==> src/rtl/uart_rx_fifo.sv <==
// uart_rx_fifo: 8N1 UART receiver with 16x oversampling and mid-bit sampling.
// Good bytes land in a show-ahead FIFO that the CPU drains with rd.
// Stop-bit errors and bytes lost to a full FIFO raise sticky flags, which
// clr_err clears.
module uart_rx_fifo #(
  parameter int DEPTH = 16
) (
  input  logic        clk_xtal,
  input  logic        rst,
  input  logic [15:0] div16,
  input  logic        rx,
  input  logic        rd,
  input  logic        clr_err,
  output logic [7:0]  DataIn,
  output logic        rx_valid,
  output logic        rx_full,
  output logic        frame_err,
  output logic        overrun
);

  localparam int AW = $clog2(DEPTH);

  typedef enum logic [1:0] {IDLE, START, DATA, STOP} state_t;

  logic          sync1_reg;
  logic          rx_s_reg;
  logic          rx_s_d_reg;
  logic [15:0]   pre_reg;
  state_t        state_reg;
  logic [3:0]    tcnt_reg;
  logic [2:0]    bcnt_reg;
  logic [7:0]    shift_reg;
  logic [AW:0]   wr_ptr_reg;
  logic [AW:0]   rd_ptr_reg;
  logic [7:0]    mem_reg [DEPTH];
  logic          frame_err_reg;
  logic          overrun_reg;

  logic          tick;
  logic          start_edge;
  logic          stop_tick;
  logic          push;
  logic          bad_stop;
  logic          empty;
  logic          full;
  logic          pop;
  logic          wr_en;
  logic          drop;

  // Two-flop synchronizer plus one delayed copy for edge detection.
  // Reset to idle-high so that reset release is never seen as a start edge.
  always_ff @(posedge clk_xtal) begin
    if (rst) begin
      sync1_reg  <= 1'b1;
      rx_s_reg   <= 1'b1;
      rx_s_d_reg <= 1'b1;
    end else begin
      sync1_reg  <= rx;
      rx_s_reg   <= sync1_reg;
      rx_s_d_reg <= rx_s_reg;
    end
  end

  // Only a real high-to-low transition starts a frame; a line held low never retriggers.
  assign start_edge = (state_reg == IDLE) && rx_s_d_reg && !rx_s_reg;
  assign tick       = (pre_reg == div16);

  // Oversample prescaler, phase-aligned to the start edge.
  always_ff @(posedge clk_xtal) begin
    if (rst || start_edge) begin
      pre_reg <= 16'd0;
    end else if (tick) begin
      pre_reg <= 16'd0;
    end else begin
      pre_reg <= pre_reg + 16'd1;
    end
  end

  // Frame FSM: check the start bit at its middle, then take every 16th tick from there.
  always_ff @(posedge clk_xtal) begin
    if (rst) begin
      state_reg <= IDLE;
      tcnt_reg  <= 4'd0;
      bcnt_reg  <= 3'd0;
      shift_reg <= 8'd0;
    end else begin
      case (state_reg)
        IDLE: begin
          if (start_edge) begin
            tcnt_reg  <= 4'd0;
            state_reg <= START;
          end
        end
        START: begin
          if (tick) begin
            if (tcnt_reg == 4'd7) begin
              if (!rx_s_reg) begin
                tcnt_reg  <= 4'd0;
                bcnt_reg  <= 3'd0;
                state_reg <= DATA;
              end else begin
                state_reg <= IDLE;
              end
            end else begin
              tcnt_reg <= tcnt_reg + 4'd1;
            end
          end
        end
        DATA: begin
          if (tick) begin
            tcnt_reg <= tcnt_reg + 4'd1;
            if (tcnt_reg == 4'd15) begin
              shift_reg <= {rx_s_reg, shift_reg[7:1]};
              bcnt_reg  <= bcnt_reg + 3'd1;
              if (bcnt_reg == 3'd7) begin
                state_reg <= STOP;
              end
            end
          end
        end
        STOP: begin
          if (tick) begin
            tcnt_reg <= tcnt_reg + 4'd1;
            if (tcnt_reg == 4'd15) begin
              state_reg <= IDLE;
            end
          end
        end
        default: state_reg <= IDLE;
      endcase
    end
  end

  assign stop_tick = (state_reg == STOP) && tick && (tcnt_reg == 4'd15);
  assign push      = stop_tick && rx_s_reg;
  assign bad_stop  = stop_tick && !rx_s_reg;

  assign empty = (wr_ptr_reg == rd_ptr_reg);
  assign full  = (wr_ptr_reg[AW] != rd_ptr_reg[AW]) &&
                 (wr_ptr_reg[AW-1:0] == rd_ptr_reg[AW-1:0]);
  assign pop   = rd && !empty;
  // A same-cycle pop makes room, so a push into a full FIFO still succeeds.
  assign wr_en = push && (!full || pop);
  assign drop  = push && full && !pop;

  // FIFO storage; no reset needed since the output is gated by empty.
  always_ff @(posedge clk_xtal) begin
    if (wr_en) begin
      mem_reg[wr_ptr_reg[AW-1:0]] <= shift_reg;
    end
  end

  // FIFO pointers with one extra wrap bit to tell full from empty.
  always_ff @(posedge clk_xtal) begin
    if (rst) begin
      wr_ptr_reg <= '0;
      rd_ptr_reg <= '0;
    end else begin
      if (wr_en) begin
        wr_ptr_reg <= wr_ptr_reg + 1'b1;
      end
      if (pop) begin
        rd_ptr_reg <= rd_ptr_reg + 1'b1;
      end
    end
  end

  // Sticky error flags; a set condition beats a same-cycle clear.
  always_ff @(posedge clk_xtal) begin
    if (rst) begin
      frame_err_reg <= 1'b0;
      overrun_reg   <= 1'b0;
    end else begin
      if (clr_err) begin
        frame_err_reg <= 1'b0;
        overrun_reg   <= 1'b0;
      end
      if (bad_stop) begin
        frame_err_reg <= 1'b1;
      end
      if (drop) begin
        overrun_reg <= 1'b1;
      end
    end
  end

  assign DataIn    = empty ? 8'h00 : mem_reg[rd_ptr_reg[AW-1:0]];
  assign rx_valid  = !empty;
  assign rx_full   = full;
  assign frame_err = frame_err_reg;
  assign overrun   = overrun_reg;

endmodule

==> config.mk <==
export PLATFORM = sky130hd
export DESIGN_NAME = uart_rx_fifo
export DESIGN_NICKNAME = d
export VERILOG_FILES = /design/src/rtl/uart_rx_fifo.sv
export SDC_FILE = /design/constraint.sdc
export NUM_CORES = 1
export LEC_CHECK = 0
export CELL_PAD_IN_SITES_DETAIL_PLACEMENT = 0
export CELL_PAD_IN_SITES_GLOBAL_PLACEMENT = 1
export CORE_MARGIN = 10
export CORE_UTILIZATION = 41
export CTS_CLUSTER_SIZE = 28
export DETAILED_ROUTE_END_ITERATION = 6
export PLACE_DENSITY = 0.74
export REMOVE_ABC_BUFFERS = 1
export SLEW_MARGIN = 20
export SYNTH_ARGS = -nofsm -noshare
export SYNTH_HDL_FRONTEND = slang
export SYNTH_SLANG_ARGS = --single-unit
==> constraint.sdc <==
create_clock -name clk_xtal -period 3.2 [get_ports clk_xtal]
set_clock_uncertainty 0.05 [all_clocks]
set_input_delay 0.48 -clock clk_xtal [delete_from_list [all_inputs] [get_ports clk_xtal]]
set_output_delay 0.48 -clock clk_xtal [all_outputs]
set_load 0.02 [all_outputs]
==> Word-level counts from Yosys, hierarchy flattened <==
Memories as Yosys holds them, arrays and structs flattened. A register that Yosys moved wholly into a read port is not among the register bits.
Index checks and enable logic that the tools add are counted.
{ "totals": {"ff_bits": 48, "mem_bits_rw": 128, "out_inout_bits": 12, "word_cells": 96, "n_memories": 1} }
{ "memory_table": {"columns": ["name", "depth", "word_bits", "read_ports", "rd_clocked_by_memory_dff", "write_ports", "line", "text"], "rows": [
  ["mem_reg", 16, 8, 1, 1, 1, "35", "logic [7:0] mem_reg [DEPTH];"]
]} }
{ "classes": {"n_addsub": 5, "n_eq_ne": 21, "mux": 30, "reduce_logical": 27} }
{ "op_table": {"columns": ["operator", "n"], "rows": [
  ["4-bit 2-to-1 mux", 7],
  ["2-bit 2-to-1 mux", 9],
  ["2-bit inequality test (second input constant)", 9],
  ["16-bit by 1-bit adder with 16-bit output (second input constant)", 1],
  ["16-bit equality test", 1],
  ["3-bit 2-to-1 mux", 5],
  ["4-bit one-hot mux with 3 select lines", 1],
  ["1-bit logical AND", 11],
  ["5-bit by 1-bit adder with 5-bit output (second input constant)", 2],
  ["8-bit 2-to-1 mux", 1],
  ["2-bit one-hot mux with 4 select lines", 1],
  ["8-bit AND reduction", 1],
  ["3-bit one-hot mux with 2 select lines", 1],
  ["6-bit AND reduction", 1],
  ["2-bit nonzero test", 3],
  ["5-bit equality test", 1],
  ["1-bit 2-to-1 mux", 5],
  ["4-bit by 1-bit adder with 4-bit output (second input constant)", 1],
  ["2-bit equality test (second input constant)", 2],
  ["4-bit by 3-bit equality test with 1-bit output (second input constant)", 1],
  ["4-bit equality test", 1],
  ["4-bit equality test (second input constant)", 1],
  ["1-bit zero test", 4],
  ["4-bit AND reduction", 1],
  ["other kinds (10)", 12]
]} }

==> Logic depth before layout (Yosys ltp) <==
Gate-level depths: netlist (run 1).
{ "depth": {"depth_word": 7, "ltp_mapped": 8} }

==> Worst setup path before layout (run 1) <==
OpenSTA, ideal clock, no wires.
{ "synth_timing": {"path_kind": "input to register", "start": "input div16[15]", "end": "memory mem_reg[15][0] (enable)", "setup_time_ns": 0.380, "arrival_time_ns": 2.164, "path_slack_ns": 0.606, "stages": 6, "n_path_buf": 2, "cell_sequence": "xor2_1 nor4_1 nand4_1 buf_2 buf_6 nor4_2"} }
{ "synth_between": {"elab_chain_cells": 7} }
{ "synth_lines": {"columns": ["item", "line", "text"], "rows": [
  ["start, declared", "10", "input logic [15:0] div16,"],
  ["16-bit equality test", "66", "assign tick = (pre_reg == div16);"],
  ["1-bit logical AND (2 in series)", "134", "assign stop_tick = (state_reg == STOP) && tick && (tcnt_reg == 4'd15);"],
  ["1-bit logical AND", "135", "assign push = stop_tick && rx_s_reg;"],
  ["1-bit logical AND", "143", "assign wr_en = push && (!full || pop);"],
  ["1-bit 2-to-1 mux", "148", "if (wr_en) begin"],
  ["1-bit 2-to-1 mux (not written as such)", "149", "mem_reg[wr_ptr_reg[AW-1:0]] <= shift_reg;"],
  ["end, declared", "35", null]
]} }
No other way between the ends.

==> results.cfg, run 1 <==
[drt]
routedLengthMet1_um = 6732
ant_nets = 0
drt-initial-drc-count = 304
drc = 0
vias_per_cell = 5.434
drt-total-wl_um = 15530
via_count = 4347
dr.pass1.iters = 4
routed-wl-met2_um = 7776
wl_met3_um = 727
routedWlPerCell_um = 19.41
routed.top_layer = met4

[place]
io_buffers = 32
hpwl_um = 10910
gp_congestion = 0.8254
pre_cts_ws_ns = 0.1616
dpl.cell_count = 768

[cts]
holdBufCountCts = 0
cts_buffers = 17
clk_pin_slew_ns = 0.07
cts_htree_levels = 4
clockBufferDepth = 2
clkSinkCount = 180
cts_root_buf = clkbuf_16
cts_tree = done
worstSkewPairLatency_ns = 0.43

[power]
p_total_uw = 4528
power.density_nw_per_um2 = 508.4
irDropWorstVdd_mv = 0.4737
p_leak_uw = 0.003255

[flow_run]
maxCapViolations = 0

[hold_path]
hold_path.class = reg2reg

[finish]
final_layout_size_suffix_gt1_share_pct = 21.02
final_nets = 588
final-instance-count-excl-fill = 800
final_common_cell = edfxtp_1
layout_common_cells = 128 x edfxtp_1, 51 x dfxtp_1, 40 x mux4_2
final_util_pct = 49.08
area_growth_syn_to_layout_pct = 16.34
antenna_cells = 0
fillCellCount = 1549
largest_register_ffs = 128

[floorplan]
die_x_um = 156.7
ios = 33
die_h_um = 156.7
rows = 49
initial_utilization_pct = 42.19
core_um2 = 18150
dieArea_um2 = 24540

[sta]
worst_pin_slew_ns = 0.7508
finalCritPeriodShare_pct = 96.05
min_period_ns = 3.074
slew_viol_final = 0
setup_ws_ns = 0.1263
finalSetupViolCount = 0
hold_violations = 0
fmax_mhz = 325.3
setup_tns_ns = 0
rsz0062_at_grt = no
max-slew-margin-rel_pct = 49.88

[grt]
grt.total_usage_pct = 13.15
grt_first_pass_wirelength_um = 24960
grt_pass1_vias = 4502
grt_start_max_net_pins = 33
antenna_found_initial = 0
gr-total-overflow = 0

[logic_synthesis]
ys_ff_latch = 180
yosys_warnings = 0
synth_compound_area_share_pct = 3.563
syn_area_per_cell_um2 = 15.13
synth_mux_area_share_pct = 12.62
synthCells = 506
synth_area_leader_cell = edfxtp_1
synth-edff-count = 128
synth_seq_area_share_pct = 63.80
synth_fa_ha_area_share_pct = 1.471
syn-cell-area_um2 = 7656
synthFlopType = edfxtp_1
ys_top_cells_by_area = edfxtp_1 50%, dfxtp_1 14%, mux4_2 12%, xor2_1 3.2%, nand3_1 1.5%
async_flop_share_pct = 0
yosys.area_share.simple_pct = 11.59
synthXorXnorAreaFrac_pct = 4.576
synth_top_area_share_pct = 50.20
synth_top_family_by_area = multiplexers
synth_cell_types = 49

[critical_path]
crit_path_max_fanout = 16
critPathCaptureType = output pin
cp.required_ns = 2.67
critical_path_class = reg2out
start_kind = flip-flop
cp.arrival_ns = 2.54

[run_status]
status = finished clean
## cells in the mapped netlist, types with 2 or more instances
cell type  instances
inv_1             10
nand2b_1           3
buf_2              6
o31ai_1            2
nor2b_1           17
nor4b_1            2
xor2_1            28
a21oi_1           20
and3_1            17
mux2i_1            2
buf_6              3
a31oi_1            2
nor3_1             5
mux4_2            40
nand3_1           23
o21ai_0           16
nor2_4             8
mux2_2             4
clkbuf_1          12
or4_1              2
nor2_1            25
nand2_1            7
nor2_2             2
nor4_1             7
a211oi_1           2
ha_1               9
and2_1             5
nand4_1           11
edfxtp_1         128
xnor2_1           12
dfxtp_1           52
and4_1             5
or2_2              3
## path summary, 6_finish.rpt
check	from	endpoint	slack (ns)	depth (start not counted)
setup / recovery	flip-flop	DataIn[2]	0.13	5
hold / removal	sync1_reg$_SDFF_PP1_	rx_s_reg$_SDFF_PP1_	0.36	1
setup reg to reg	pre_reg[6]$_SDFF_PP0_	mem_reg[11][1]$_DFFE_PP_	0.68	7
hold reg to reg	sync1_reg$_SDFF_PP1_	rx_s_reg$_SDFF_PP1_	0.36	1
## worst max-delay path: stages (launching register included)
cell	delay, ns
dfxtp_2	0.39
buf_12	0.19
mux4_2	0.55
mux4_2	0.50
nor2b_1	0.15
dlygate4sd2_1	0.32
## per-layer routing
layer / up-vias / track usage, %
met5: - / 0
met4: 0 / 5.348
met3: 20 / 3.098
met2: 97 / 21.58
met1: 2187 / 16.43
li1: 2043 / -
## repair_timing
| action | 4_1_cts | 5_1_grt |
|---|---|---|
| endpoints found under the setup margin | 8 | 0 |
| setup buffers | 0 | 0 |
| hold endpoints to repair | 0 | 0 |
| resized for setup | 8 | 0 |
## cell type report
class | count | area, µm² | share of cell area [%]
flip-flops and latches | 180 | 4886 | 54.85
clock buffers | 18 | 429.2 | 4.818
inverters | 10 | 37.54 | 0.4214
repair buffers | 58 | 543.0 | 6.096
well taps | 229 | 286.5 | 3.217
clock inverters | 14 | 136.4 | 1.531
multi-input cells | 291 | 2589 | 29.06
## power by group
| group | internal (µW) | switching, µW | leakage (µW) |
|---|---|---|---|
| combinational | 40.5 | 39.5 | 0.00114 |
| clock | 1030 | 940 | 0.000280 |
| sequential | 2470 | 7.46 | 0.00184 |
| total | 3540 | 987 | 0.00325 |
## kinds of logic (layout without fill, tap and decap cells)
group	Yosys count	after routing
AO/OA/AOI/OAI	48	48
XOR/XNOR	40	40
adder cells (fa/ha/maj)	9	9
buffers and inverters	35	100
flip-flops	180	180
multiplexers	46	46
AND/OR/NAND/NOR	148	148
## metrics by stage
step,cell area (µm²),hold slack [ns]
2_1_floorplan,7511,0.3395
3_3_place_gp,8352,0.3480
3_5_place_dp,8352,0.3499
4_1_cts,8907,0.3679
5_1_grt,8907,0.3957
6_report,8907,0.3629
Note: power is estimated with default switching activity, not from simulation.
==> inputs of run 2 (changes only) <==
--- a/config.mk
+++ b/config.mk
@@ -8,10 +8,10 @@
 export CELL_PAD_IN_SITES_DETAIL_PLACEMENT = 0
 export CELL_PAD_IN_SITES_GLOBAL_PLACEMENT = 1
 export CORE_MARGIN = 10
-export CORE_UTILIZATION = 41
+export CORE_UTILIZATION = 49
 export CTS_CLUSTER_SIZE = 28
 export DETAILED_ROUTE_END_ITERATION = 6
-export PLACE_DENSITY = 0.74
+export PLACE_DENSITY = 0.84
 export REMOVE_ABC_BUFFERS = 1
 export SLEW_MARGIN = 20
 export SYNTH_ARGS = -nofsm -noshare
==> run 2 against run 1 <==
Net effect: combinational power decreased by 1%; global-route usage increased by 1.2 points; via count decreased by 0.85%; first-iteration DRC count decreased by 21%; highest routed layer unchanged; die area decreased by 14%; sequential cell count unchanged; register-to-register slack improved by 0.04 ns; maximum frequency about the same; cell area decreased by 0.63%.
==> results.cfg, run 2 (synthesis gave the netlist of run 1 again) <==
[finish]
layout_common_cells = 128 x edfxtp_1, 51 x dfxtp_1, 40 x mux4_2
antenna_cells = 0
area_growth_syn_to_layout_pct = 15.61
final_nets = 583
final_common_cell = edfxtp_1
largest_register_ffs = 128
final_area_um2 = 8851
final_layout_size_suffix_gt1_share_pct = 19.82

[critical_path]
crit_family = multiplexers
path_buf_inv = 2
cp.arrival_ns = 2.54
max_stage_delay_ns = 0.57
crit_path_max_fanout = 20
cp_common_cell = mux4_2
cp.required_ns = 2.67
rr_startpoint = pre_reg[7]$_SDFF_PP0_
start_kind = flip-flop
ff2ff_setup_slack_ns = 0.72
critical_path_class = reg2out
crit_path_cell_trace = buf_12, mux4_2, mux4_2, nor2b_1, dlygate4sd2_1
crit_slowest_cell = mux4_2
rr_worst_depth = 7
reg2reg_to = mem_reg[2][4]$_DFFE_PP_
critPathCaptureType = output pin

[drt]
drc = 0
via_count = 4310
routedWlPerCell_um = 19.23
drt-total-wl_um = 14930
ant_nets = 0
vias_per_cell = 5.554
drt-initial-drc-count = 241
dr.pass1.iters = 4

[grt]
grt_pass1_vias = 4451
grt_first_pass_wirelength_um = 24200
global_route.usage.met3_pct = 4.719
grt_start_max_net_pins = 33
use_met2_pct = 23.01
antenna_found_initial = 0
grt.total_usage_pct = 14.39
gr-max-usage-layer = met2
gr-total-overflow = 0
grt_util_met1_pct = 18.37

[floorplan]
initial_utilization_pct = 50.18
die_x_um = 145
dieArea_um2 = 21030
rows = 45
ios = 33
die_h_um = 145
core_um2 = 15260

[sta]
max-slew-margin-rel_pct = 48.57
finalSetupViolCount = 0
finalCritPeriodShare_pct = 95.98
min_period_ns = 3.071
setup_tns_ns = 0
setup_ws_ns = 0.1287
fmax_mhz = 325.6
hold_violations = 0
slew_viol_final = 0
worst_pin_slew_ns = 0.7703
rsz0062_at_grt = no

[cts]
ctsResizeCount = 9
clk_pin_slew_ns = 0.06
clockBufferDepth = 2
cts_buffers = 17
cts_tree = done
clkSinkCount = 180
cts_htree_levels = 4
holdBufCountCts = 0
cts_root_buf = clkbuf_16
postCtsSetupBuffers = 0
worstSkewPairLatency_ns = 0.43

[power]
power.density_nw_per_um2 = 518.8
internal_power_uw = 3667
switchingPower_uw = 925.1
clock_power_share_pct = 44.4
combPwrFrac_pct = 1.7
swShare_pct = 20.15
irDropWorstVdd_mv = 0.3827
seqPwrFrac_pct = 53.9
p_leak_uw = 0.003222

[place]
io_buffers = 32
gp_congestion = 0.8285
postPlaceCellArea_um2 = 8279
hpwl_um = 10530
pre_cts_ws_ns = 0.2364

[run_status]
status = finished clean

[flow_run]
maxCapViolations = 0

[hold_path]
hold_path_end = rx_s_reg$_SDFF_PP1_
hold_path.class = reg2reg
hold_depth = 1
worstHoldStart = sync1_reg$_SDFF_PP1_
[run 2: worst max path at each step]
stage	cells past startpoint	slack, ns	endpoint
finish	5	0.13	DataIn[4]
global route	5	0.04	DataIn[4]
CTS	5	0.09	DataIn[4]
detailed placement	8	0.24	mem_reg[2][0]$_DFFE_PP_
global placement	8	0.30	mem_reg[8][0]$_DFFE_PP_
floorplan	3	-0.07	DataIn[0]
[run 2: final cells by class]
type	instances	area, µm²
tap	211	264.0
sequential	180	4886
clock inverter	13	148.9
clock buffer	18	429.2
multi-input combinational	291	2589
inverter	10	37.54
timing repair buffer	53	496.7
fill	1213	6407
[run 2: per-layer routing]
metal | routed length [µm] | share of wire [%]
met3 | 781 | 5.2
met5 | 0 | 0
met2 | 7389 | 50
met4 | 173 | 1.2
met1 | 6581 | 44
[run 2: power by group through the flow]
stage | combinational [µW] | sequential (µW) | clock (µW)
detailed placement | 79.9 | 2530 | 0
global route | 86.9 | 2470 | 2180
CTS | 80.0 | 2470 | 2070
finish | 78.9 | 2470 | 2040
global placement | 78.1 | 2530 | 0
floorplan | 35.7 | 2520 | 0
[run 2: worst register-to-register path: cells and delay by family, from the launching register on]
family	cells	cell delay, ns
simple gates	4	1.19
buf+inv	2	0.41
flops	1	0.37
xor+xnor	1	0.18
[run 2: per-stage QoR]
stage                     total power [µW]  util, %  hold WS [ns]  cells
after floorplan                       2560        -        0.3395    481
after global placement                2604    54.26        0.3426    745
after detailed placement              2606    54.26        0.3508    745
after CTS                             4623    58.01        0.3710    776
after global routing                  4739    58.01        0.3767    776
final                                 4592    58.01        0.3676    776
